==> config.mk <==
export PLATFORM = sky130hd
export DESIGN_NAME = if_fetch_stage_flat
export DESIGN_NICKNAME = d
export VERILOG_FILES = /design/src/rtl/if_fetch_stage_pkg.sv /design/src/rtl/if_fetch_stage_if.sv /design/src/rtl/if_fetch_stage_ifid.sv /design/src/rtl/if_fetch_stage.sv /design/src/flat_wrapper.sv
export SDC_FILE = /design/constraint.sdc
export NUM_CORES = 1
export LEC_CHECK = 0
export ABC_CLOCK_PERIOD_IN_PS = 3100
export CAP_MARGIN = 20
export CORE_AREA = 2 2 100 127
export DETAILED_ROUTE_END_ITERATION = 8
export DIE_AREA = 0 0 102 129
export DONT_BUFFER_PORTS = 1
export PLACE_DENSITY = 0.78
export SLEW_MARGIN = 30
export SYNTH_ARGS = -nofsm -noshare
export SYNTH_HDL_FRONTEND = slang
export SYNTH_SLANG_ARGS = --single-unit
==> constraint.sdc <==
create_clock -name clk -period 3.1 [get_ports clk]
set_input_delay 0.62 -clock clk [delete_from_list [all_inputs] [get_ports clk]]
set_output_delay 0.62 -clock clk [all_outputs]
set_load 0.01 [all_outputs]
==> src/rtl/if_fetch_stage_pkg.sv <==
// ---------------------------------------------------------------------------
// if_fetch_stage_pkg
// Shared definitions for the instruction fetch stage:
//   fetch_state_e    - fetch FSM state encoding
//   NOP_INSTR        - instruction word inserted for a pipeline bubble
//   DEFAULT_RESET_PC - default PC loaded on reset
//   pc_plus4()       - sequential next-PC helper (wraps modulo 2^32)
// ---------------------------------------------------------------------------
package if_fetch_stage_pkg;

    typedef enum logic [1:0] {
        ST_IDLE = 2'd0,
        ST_REQ  = 2'd1,
        ST_HOLD = 2'd2,
        ST_DROP = 2'd3
    } fetch_state_e;

    localparam logic [31:0] NOP_INSTR        = 32'h0000_0000;
    localparam logic [31:0] DEFAULT_RESET_PC = 32'h0000_0000;

    // Plain 32-bit add, so 32'hFFFF_FFFC rolls over to 32'h0.
    function automatic logic [31:0] pc_plus4(input logic [31:0] pc);
        return pc + 32'd4;
    endfunction

endpackage

==> src/rtl/if_fetch_stage_if.sv <==
// ---------------------------------------------------------------------------
// if_fetch_stage_if
// Instruction memory bus between the fetch stage and instruction memory.
//   imem_req   - fetch stage -> memory, request pending
//   imem_addr  - fetch stage -> memory, word-aligned fetch address
//   imem_ack   - memory -> fetch stage, read data valid, completes request
//   imem_rdata - memory -> fetch stage, instruction word
// Modports: master (fetch stage side), slave (memory side).
// ---------------------------------------------------------------------------
interface if_fetch_stage_if;

    logic        imem_req;
    logic [31:0] imem_addr;
    logic        imem_ack;
    logic [31:0] imem_rdata;

    modport master (
        output imem_req,
        output imem_addr,
        input  imem_ack,
        input  imem_rdata
    );

    modport slave (
        input  imem_req,
        input  imem_addr,
        output imem_ack,
        output imem_rdata
    );

endinterface

==> src/rtl/if_fetch_stage_ifid.sv <==
// ---------------------------------------------------------------------------
// ifid_reg
// IF/ID pipeline register.
//   clk, rst    - clock, synchronous active-high reset (clears to bubble)
//   write_en_i  - 0 holds every field
//   flush_i     - forces a bubble regardless of write_en_i
//   load_i      - with write_en_i: 1 loads pc4_i/instr_i as a real
//                 instruction, 0 loads a bubble
//   pc4_i       - PC+4 of the instruction being loaded
//   instr_i     - instruction word being loaded
//   pc4_o, instr_o, valid_o - registered contents
// A bubble keeps the previous PC+4 and carries a NOP with valid cleared.
// ---------------------------------------------------------------------------
module ifid_reg
    import if_fetch_stage_pkg::*;
(
    input  logic        clk,
    input  logic        rst,
    input  logic        write_en_i,
    input  logic        flush_i,
    input  logic        load_i,
    input  logic [31:0] pc4_i,
    input  logic [31:0] instr_i,
    output logic [31:0] pc4_o,
    output logic [31:0] instr_o,
    output logic        valid_o
);

    logic [31:0] pc4_q,   pc4_d;
    logic [31:0] instr_q, instr_d;
    logic        valid_q, valid_d;

    // Flush wins over the write enable; otherwise a write either takes the
    // delivered instruction or inserts a bubble, and no write holds state.
    always_comb begin
        pc4_d   = pc4_q;
        instr_d = instr_q;
        valid_d = valid_q;
        if (flush_i) begin
            instr_d = NOP_INSTR;
            valid_d = 1'b0;
        end else if (write_en_i) begin
            if (load_i) begin
                pc4_d   = pc4_i;
                instr_d = instr_i;
                valid_d = 1'b1;
            end else begin
                instr_d = NOP_INSTR;
                valid_d = 1'b0;
            end
        end
    end

    // Register update with synchronous reset to an all-zero bubble.
    always_ff @(posedge clk) begin
        if (rst) begin
            pc4_q   <= 32'h0;
            instr_q <= NOP_INSTR;
            valid_q <= 1'b0;
        end else begin
            pc4_q   <= pc4_d;
            instr_q <= instr_d;
            valid_q <= valid_d;
        end
    end

    assign pc4_o   = pc4_q;
    assign instr_o = instr_q;
    assign valid_o = valid_q;

endmodule

==> src/rtl/if_fetch_stage.sv <==
// ---------------------------------------------------------------------------
// if_fetch_stage
// Instruction fetch stage: PC register, fetch FSM, hold buffer, IF/ID reg.
//   RESET_PC   - PC loaded on reset
//   clk, rst   - clock, synchronous active-high reset
//   PCWrite    - hazard unit, 0 freezes the PC
//   IFIDWrite  - hazard unit, 0 freezes the IF/ID register
//   Redirect   - taken branch/jump resolved in ID
//   RedirectPC - redirect target, low two bits ignored
//   IFIDFlush  - squash IF/ID to a bubble
//   imem       - instruction memory bus (master side)
//   IFIDPC4, IFIDInstr, IFIDValid - IF/ID register contents
//   FetchBusy  - a request is outstanding (REQ or DROP state)
// At most one memory request is ever outstanding. DROP keeps the abandoned
// request on the bus until memory acknowledges it, so the memory never sees
// a request change underneath it.
// ---------------------------------------------------------------------------
module if_fetch_stage
    import if_fetch_stage_pkg::*;
#(
    parameter logic [31:0] RESET_PC = DEFAULT_RESET_PC
) (
    input  logic                     clk,
    input  logic                     rst,
    input  logic                     PCWrite,
    input  logic                     IFIDWrite,
    input  logic                     Redirect,
    input  logic [31:0]              RedirectPC,
    input  logic                     IFIDFlush,
    if_fetch_stage_if.master         imem,
    output logic [31:0]              IFIDPC4,
    output logic [31:0]              IFIDInstr,
    output logic                     IFIDValid,
    output logic                     FetchBusy
);

    fetch_state_e state_q, state_d;
    logic [31:0]  pc_q, pc_d;
    logic [31:0]  hold_q, hold_d;
    logic [31:0]  drop_addr_q, drop_addr_d;

    logic [31:0]  redirect_target;
    logic [31:0]  pc_next_seq;
    logic         deliver;
    logic [31:0]  deliver_instr;
    logic         ifid_flush;
    logic         redirect_pc_unused;

    assign redirect_target    = {RedirectPC[31:2], 2'b00};
    assign redirect_pc_unused = ^RedirectPC[1:0];
    assign pc_next_seq        = pc_plus4(pc_q);

    // Fetch FSM next-state and bus outputs. An instruction is "delivered"
    // to IF/ID only when both hazard enables are high and no redirect is
    // pending; a stalled ack parks the word in the hold buffer instead of
    // refetching it later. Redirect beats stalls and acks in every state.
    always_comb begin
        state_d        = state_q;
        pc_d           = pc_q;
        hold_d         = hold_q;
        drop_addr_d    = drop_addr_q;
        deliver        = 1'b0;
        deliver_instr  = imem.imem_rdata;
        imem.imem_req  = 1'b0;
        imem.imem_addr = pc_q;

        case (state_q)
            ST_IDLE: begin
                state_d = ST_REQ;
                if (Redirect) begin
                    pc_d = redirect_target;
                end
            end

            ST_REQ: begin
                imem.imem_req = 1'b1;
                if (Redirect) begin
                    pc_d        = redirect_target;
                    drop_addr_d = pc_q;
                    state_d     = imem.imem_ack ? ST_REQ : ST_DROP;
                end else if (imem.imem_ack) begin
                    if (PCWrite && IFIDWrite) begin
                        deliver = 1'b1;
                        pc_d    = pc_next_seq;
                    end else begin
                        hold_d  = imem.imem_rdata;
                        state_d = ST_HOLD;
                    end
                end
            end

            ST_HOLD: begin
                if (Redirect) begin
                    pc_d    = redirect_target;
                    hold_d  = NOP_INSTR;
                    state_d = ST_REQ;
                end else if (PCWrite && IFIDWrite) begin
                    deliver       = 1'b1;
                    deliver_instr = hold_q;
                    pc_d          = pc_next_seq;
                    state_d       = ST_REQ;
                end
            end

            ST_DROP: begin
                imem.imem_req  = 1'b1;
                imem.imem_addr = drop_addr_q;
                if (Redirect) begin
                    pc_d = redirect_target;
                end
                if (imem.imem_ack) begin
                    state_d = ST_REQ;
                end
            end

            default: begin
                state_d = ST_IDLE;
            end
        endcase
    end

    // State, PC and buffer registers. Reset lands in IDLE, which never
    // looks at imem_ack, so a late ack from an abandoned request is ignored.
    always_ff @(posedge clk) begin
        if (rst) begin
            state_q     <= ST_IDLE;
            pc_q        <= RESET_PC;
            hold_q      <= NOP_INSTR;
            drop_addr_q <= 32'h0;
        end else begin
            state_q     <= state_d;
            pc_q        <= pc_d;
            hold_q      <= hold_d;
            drop_addr_q <= drop_addr_d;
        end
    end

    assign ifid_flush = IFIDFlush | Redirect;
    assign FetchBusy  = (state_q == ST_REQ) || (state_q == ST_DROP);

    ifid_reg u_ifid_reg (
        .clk        (clk),
        .rst        (rst),
        .write_en_i (IFIDWrite),
        .flush_i    (ifid_flush),
        .load_i     (deliver),
        .pc4_i      (pc_next_seq),
        .instr_i    (deliver_instr),
        .pc4_o      (IFIDPC4),
        .instr_o    (IFIDInstr),
        .valid_o    (IFIDValid)
    );

endmodule

==> src/flat_wrapper.sv <==
// flat-port wrapper written by rule: the top's interface ports become plain ports
module if_fetch_stage_flat import if_fetch_stage_pkg::*;
#(
    parameter logic [31:0] RESET_PC = DEFAULT_RESET_PC
)
  (clk, rst, PCWrite, IFIDWrite, Redirect, RedirectPC, IFIDFlush, IFIDPC4, IFIDInstr, IFIDValid, FetchBusy, imem_imem_req, imem_imem_addr, imem_imem_ack, imem_imem_rdata);
  if_fetch_stage_if imem_i ();
  input  logic clk;
  input  logic rst;
  input  logic PCWrite;
  input  logic IFIDWrite;
  input  logic Redirect;
  input  logic [31:0] RedirectPC;
  input  logic IFIDFlush;
  output logic [31:0] IFIDPC4;
  output logic [31:0] IFIDInstr;
  output logic IFIDValid;
  output logic FetchBusy;
  output wire logic [$bits(imem_i.imem_req)-1:0] imem_imem_req;
  output wire logic [$bits(imem_i.imem_addr)-1:0] imem_imem_addr;
  input wire logic [$bits(imem_i.imem_ack)-1:0] imem_imem_ack;
  input wire logic [$bits(imem_i.imem_rdata)-1:0] imem_imem_rdata;
  assign imem_imem_req = imem_i.imem_req;
  assign imem_imem_addr = imem_i.imem_addr;
  assign imem_i.imem_ack = imem_imem_ack;
  assign imem_i.imem_rdata = imem_imem_rdata;
  if_fetch_stage #(.RESET_PC(RESET_PC)) u_core (.clk(clk), .rst(rst), .PCWrite(PCWrite), .IFIDWrite(IFIDWrite), .Redirect(Redirect), .RedirectPC(RedirectPC), .IFIDFlush(IFIDFlush), .imem(imem_i), .IFIDPC4(IFIDPC4), .IFIDInstr(IFIDInstr), .IFIDValid(IFIDValid), .FetchBusy(FetchBusy));
endmodule
==> impl_metrics.yaml <==
routing:
  vias: 6350
  antenna_left: 0
  via_per_inst: 6.15
  wire_per_inst_um: 18.6
  drt_iter0_drc: 423
  route.detailed.drc: 0
  drtPass1Iterations: 7
  wl_mm: 19.2
synth:
  yosysWarnings: 0
  synth.mux.area_fraction: 0.0399
  netlist.area_leader.share: 0.432
  synth_edf_count: 0
  synthTopCellsByArea: "dfxtp_1 (43%), nand2_1 (8.5%), a21oi_1 (7.6%)"
  ys_top_cells_by_count: "nand2_1 (165), dfxtp_1 (157), a21oi_1 (110), nor2_1 (97), clkbuf_1 (61)"
  synth-main-ff-cell: "dfxtp_1"
  synth_area_leader_cell: "dfxtp_1"
  synthArstFlopShare: 0
  ys_seq_area_frac: 0.432
  synth-compound-area-share: 0.226
  synth-adder-area-share: 0.00687
  synth_xor_area_frac: 0.0337
  synth_simple_gate_area_frac: 0.205
  synth_top_family_by_area: "compound AO/OA/AOI/OAI gates"
  yosysMostFrequentCell: "nand2_1"
  synth_area_mm2: 0.00728
  syn_inst: 901
  synth.distinct_cells: 63
  avgSynthCellArea_um2: 8.08
  ys_ff_latch: 157
timing:
  period_share: 0.787
  fin_skew_ns: 0.0115
  rsz0062_at_grt: "false"
  finalCriticalPeriod_ns: 2.44
  maxSlewViolCount: 0
  setup_viol_count_final: 0
  fin_tns_setup_ns: 0
  whs_ns: 0.301
  relSlewSlack: 0.568
  fmax_mhz: 410
  max_slew.worst_pin.slew_ns: 0.649
  hold_viol: 0
global_route:
  track_usage: 0.282
  grt_pass1_vias: 5984
  antenna_found_initial: 1
  grt_max_degree: 96
  grt.overflow.total: 0
  grt_pass1_wl_mm: 29.5
place:
  io_buffer_count: 0
  dp_hpwl_mm: 13.1
  place_congestion: 0.918
clocking:
  postCtsSetupRepairBufs: 0
  cts_made_buffers: 17
  cts_root_buf: "clkbuf_16"
  cts_sinks: 157
  cts_tree: "yes"
  cts.path.max_buffers: 2
  clock_latency_ns: 0.42
  path_clk_slew_ns: 0.06
  htree_levels: 4
  cts_resized: 0
  ctsHoldBuffers: 0
finish:
  seqCellArea_mm2: 0.00314
  drive_gt1_frac: 0.101
  area_growth_pct: 8.11
  n_fill_cell: 1023
  multiInputGateArea_mm2: 0.00376
  layout.nets: 930
floorplan:
  core.rowCount: 45
  die_w_um: 102
  die-height_um: 129
  start_util: 0.610
  fp.coreArea_mm2: 0.0119
  io_pins: 170
  dieArea_mm2: 0.0132
power:
  ir_drop_v: 0.000310
  powerDensity_mw_per_mm2: 603
  p_leak_nw: 2.76
  power.total_mw: 4.75
critical_path:
  worstPathArrival_ns: 1.82
  path_class: "flip-flop to primary output"
  critPathCaptureType: "primary output"
  required_ns: 2.48
  critPathLaunchType: "flip-flop"
  critPathMaxFanout: 37
flow_run:
  drv_cap: 0
status:
  status: "completed"
min_path:
  hp-class: "input port to flip-flop"
==> state kept, by name, indices dropped and copies added (netlist names) <==
signal                     flops
u_core.hold_q                 32
u_core.u_ifid_reg.instr_o     32
u_core.drop_addr_q            30
u_core.pc_q                   30
u_core.u_ifid_reg.pc4_o       30
u_core.state_q                 2
u_core.u_ifid_reg.valid_o      1
==> final cells by class <==
type | count | share of cell area
Multi-Input combinational cell | 649 | 0.477
Sequential cell | 157 | 0.399
Clock buffer | 19 | 0.0563
Tap cell | 164 | 0.0261
Clock inverter | 12 | 0.0178
Timing Repair Buffer | 15 | 0.0159
Inverter | 15 | 0.00715
Antenna cell | 1 | 0.000318
==> metrics by stage <==
step | instance area (um2) | instances | util | worst slack [ns]
floorplan | 7290 | 904 | - | 0.907
global placement | 7280 | 1000 | 0.610 | 0.869
finish | 7870 | 1032 | 0.660 | 0.661
detailed placement | 7290 | 1000 | 0.610 | 0.777
global route | 7870 | 1032 | 0.660 | 0.580
CTS | 7870 | 1031 | 0.659 | 0.667
==> where the power goes <==
part	switching (mW)	leakage, nW	total, mW	internal, mW
combinational	0.292	1.22	0.480	0.188
sequential	0.102	1.28	2.21	2.11
clock	0.849	0.264	2.06	1.21
total	1.24	2.76	4.75	3.51
==> cells by family after synthesis <==
family | after synthesis
buffers and inverters | 98
AND/OR/NAND/NOR | 335
flip-flops | 157
other | 1
AO/OA/AOI/OAI | 252
XOR/XNOR | 28
multiplexers | 26
adder cells (fa/ha/maj) | 4
==> worst max-delay path, stage by stage (launching register included) <==
cell,delay [ns]
dfxtp_1,0.39
ha_1,0.18
buf_4,0.39
mux2_2,0.43
==> layout by cell type, fill, tap and decap left out, types with 4 or more instances in the layout <==
cell	netlist	routed
o21a_1	4	4
a22o_1	36	36
xor2_1	14	14
xnor2_1	14	14
nor2_1	97	97
o32ai_1	6	6
buf_4	6	14
inv_1	15	14
o21ai_0	20	20
a21o_1	5	5
conb_1	1	4
dfxtp_1	157	157
clkinvlp_4	0	6
and4_1	5	5
ha_1	4	4
a211oi_1	27	27
a21oi_1	110	109
mux2_2	24	24
nand2_1	165	164
nand4_1	4	4
nand3_1	27	27
clkbuf_16	0	17
a22oi_1	11	11
nor3_1	4	4
==> final timing paths <==
| path | start | cells after the start | slack [ns] | end |
|---|---|---|---|---|
| max | u_core.state_q[1] | 3 | 0.66 | imem_imem_addr[23] |
| min | rst | 1 | 0.30 | u_core.state_q[1] |
| max reg2reg | u_core.state_q[0] | 7 | 0.75 | u_core.pc_q[31] |
| min reg2reg | u_core.drop_addr_q[18] | 2 | 0.45 | u_core.drop_addr_q[18] |
==> routing by layer <==
metal  GRT usage  share of wire  vias up  wire length, um
met5           0              0        -                0
met4       0.138          0.027        0              519
met3      0.0934          0.099       43             1890
met2       0.460           0.49      269             9310
met1       0.332           0.39     2982             7440
li1            -              -     3056                -
Power figures use the tool's default switching activity.
==> RTL edit: new RTL, same flow settings <==
Take the reset off `pc4_q` and load it in a clocked block of its own.
--- a/src/rtl/if_fetch_stage_ifid.sv
+++ b/src/rtl/if_fetch_stage_ifid.sv
@@ -55,12 +55,14 @@
     always_ff @(posedge clk) begin
         if (rst) begin
-            pc4_q   <= 32'h0;
             instr_q <= NOP_INSTR;
             valid_q <= 1'b0;
         end else begin
-            pc4_q   <= pc4_d;
             instr_q <= instr_d;
             valid_q <= valid_d;
         end
+    end
+
+    always_ff @(posedge clk) begin
+        pc4_q <= pc4_d;
     end
 
Function: differs if rst is asserted again (counterexample within 4 cycles, from zero or initial values and one cycle with rst high); with rst held inactive, the same outputs for 4 cycles.
==> RTL edit against the unedited design <==
Sequential cell count did not move. Core utilization is 0.84 points lower. Clock skew decreased by 1.6 ps. Largest power group unchanged. Maximum frequency fell by 0.37%. Via count down 5.9%. Final area is 1.3% lower. Synthesized cell count fell by 8.3%. Total power fell by 1.9%. First-iteration DRC count fell by 17%. Worst setup slack got worse by 9.0 ps. Register-to-register slack lost 98 ps. Routed wire length decreased by 4.3%. Area after synthesis fell by 1.9%.
==> RTL edit: results (changes against the unedited design) <==
slowest_stage: "buf_4"
crit_fanout: 30  # -19%
power.internal_mw: 3.43  # -2.1%
postCtsResizedCells: 0  # unchanged
synth-main-ff-cell: "dfxtp_1"
gp_congestion: 0.873  # -4.8%
async_flop_share_pct: 0  # unchanged
leakage_nw: 2.76  # +0.20%
tightestPinTransition_ps: 958  # +309 ps
path_clk_slew_ps: 70
area.growth.synth_to_final_pct: 8.77
comb_power_share_pct: 9.7  # -0.4 points
fin_nets: 867  # -6.8%
port_buffers: 0  # unchanged
cts_htree_levels: 4  # unchanged
drt-initial-drc-count: 349  # -17%
cts_inserted_buffers: 17  # unchanged
clock_latency_ps: 410
drive_gt1_share_pct: 11.6  # +1.4 points
cts.path.max_buffers: 2  # unchanged
drt_first_pass_iters: 5  # -2
yosysSeqAreaShare_pct: 48.2  # +5.0 points
crit_family: "simple AND/OR/NAND/NOR gates"
hold_class: "primary input to flip-flop"
outcome: "completed"
cpPeakStageDelay_ps: 410  # -20 ps
clock_net_power_mw: 1.94  # -6%
grt_max_degree: 60  # -38%
grt.total_usage_pct: 27.9  # -0.37 points
yosys_warnings: 0  # unchanged
peakVddDrop_mv: 0.348  # +12%
wl_um: 18300  # -4.3%
grt_antenna_before_repair: 0  # -1
diodes: 0  # -1
synth_area_leaders: "dfxtp_1, edfxtp_1, nand2_1, a21oi_1, mux2_2"
pre_cts_slack_ps: 674  # -102 ps
root_buffer: "clkbuf_16"
synthTopCellsByCount: "nand2_1, dfxtp_1, a21oi_1"
synth_cell_types: 57  # -9.5%
finalPower_mw: 4.66  # -1.9%
vias: 5974  # -5.9%
crit_arrival_ps: 2500  # +680 ps
grt_pass1_wl_um: 28800  # -2.3%
synth_edf_count: 30  # +30
dp_hpwl_um: 12400  # -5.3%
grt_pass1_vias: 5798  # -3.1%
skew_ps: 9.96  # -1.57 ps
post_cts_buffers: 0  # unchanged
-- RTL edit: final timing paths --
path	from	endpoint	slack, ps	cells past startpoint
setup / recovery	u_core.state_q[0]	u_core.u_ifid_reg.pc4_o[8]	650	6
hold / removal	rst	u_core.pc_q[30]	280	1
setup reg to reg	u_core.state_q[0]	u_core.u_ifid_reg.pc4_o[8]	650	6
hold reg to reg	u_core.drop_addr_q[20]	u_core.drop_addr_q[20]	450	2
-- RTL edit: cells by family (layout without fill, tap and decap cells) --
group,count (synthesis),after routing,share of synthesized area (%)
AO/OA/AOI/OAI,207,207,18.2
XOR/XNOR,35,35,4.29
adder cells (fa/ha/maj),4,4,0.700
buffers and inverters,87,63,4.95
flip-flops,157,157,48.2
multiplexers,29,29,4.53
other,1,4,0.0525
AND/OR/NAND/NOR,306,306,19.1
-- RTL edit: stage by stage --
| step | utilization [%] | hold slack (ps) | cell area [um^2] | instances |
|---|---|---|---|---|
| floorplan | - | 433 | 7170 | 829 |
| detailed placement | 60.5 | 437 | 7220 | 937 |
| global placement | 60.5 | 432 | 7220 | 937 |
| finish | 65.1 | 283 | 7770 | 969 |
| CTS | 65.1 | 270 | 7770 | 969 |
| global route | 65.1 | 259 | 7770 | 969 |
-- RTL edit: layer usage --
layer	track usage [%]	share of wire, %	vias to the layer above
li1	-	-	2808
met1	32.1	37	2832
met2	46.6	51	280
met3	8.85	8.9	54
met4	13.5	3.3	0
met5	0	0	-
-- RTL edit: final cells by class --
type / instances / area (um^2)
timing repair buffer: 18 / 135
fill: 992 / 4160
inverter: 13 / 48.8
clock buffer: 19 / 453
multi-input combinational: 585 / 3380
sequential: 157 / 3440
clock inverter: 13 / 104
tap: 164 / 205
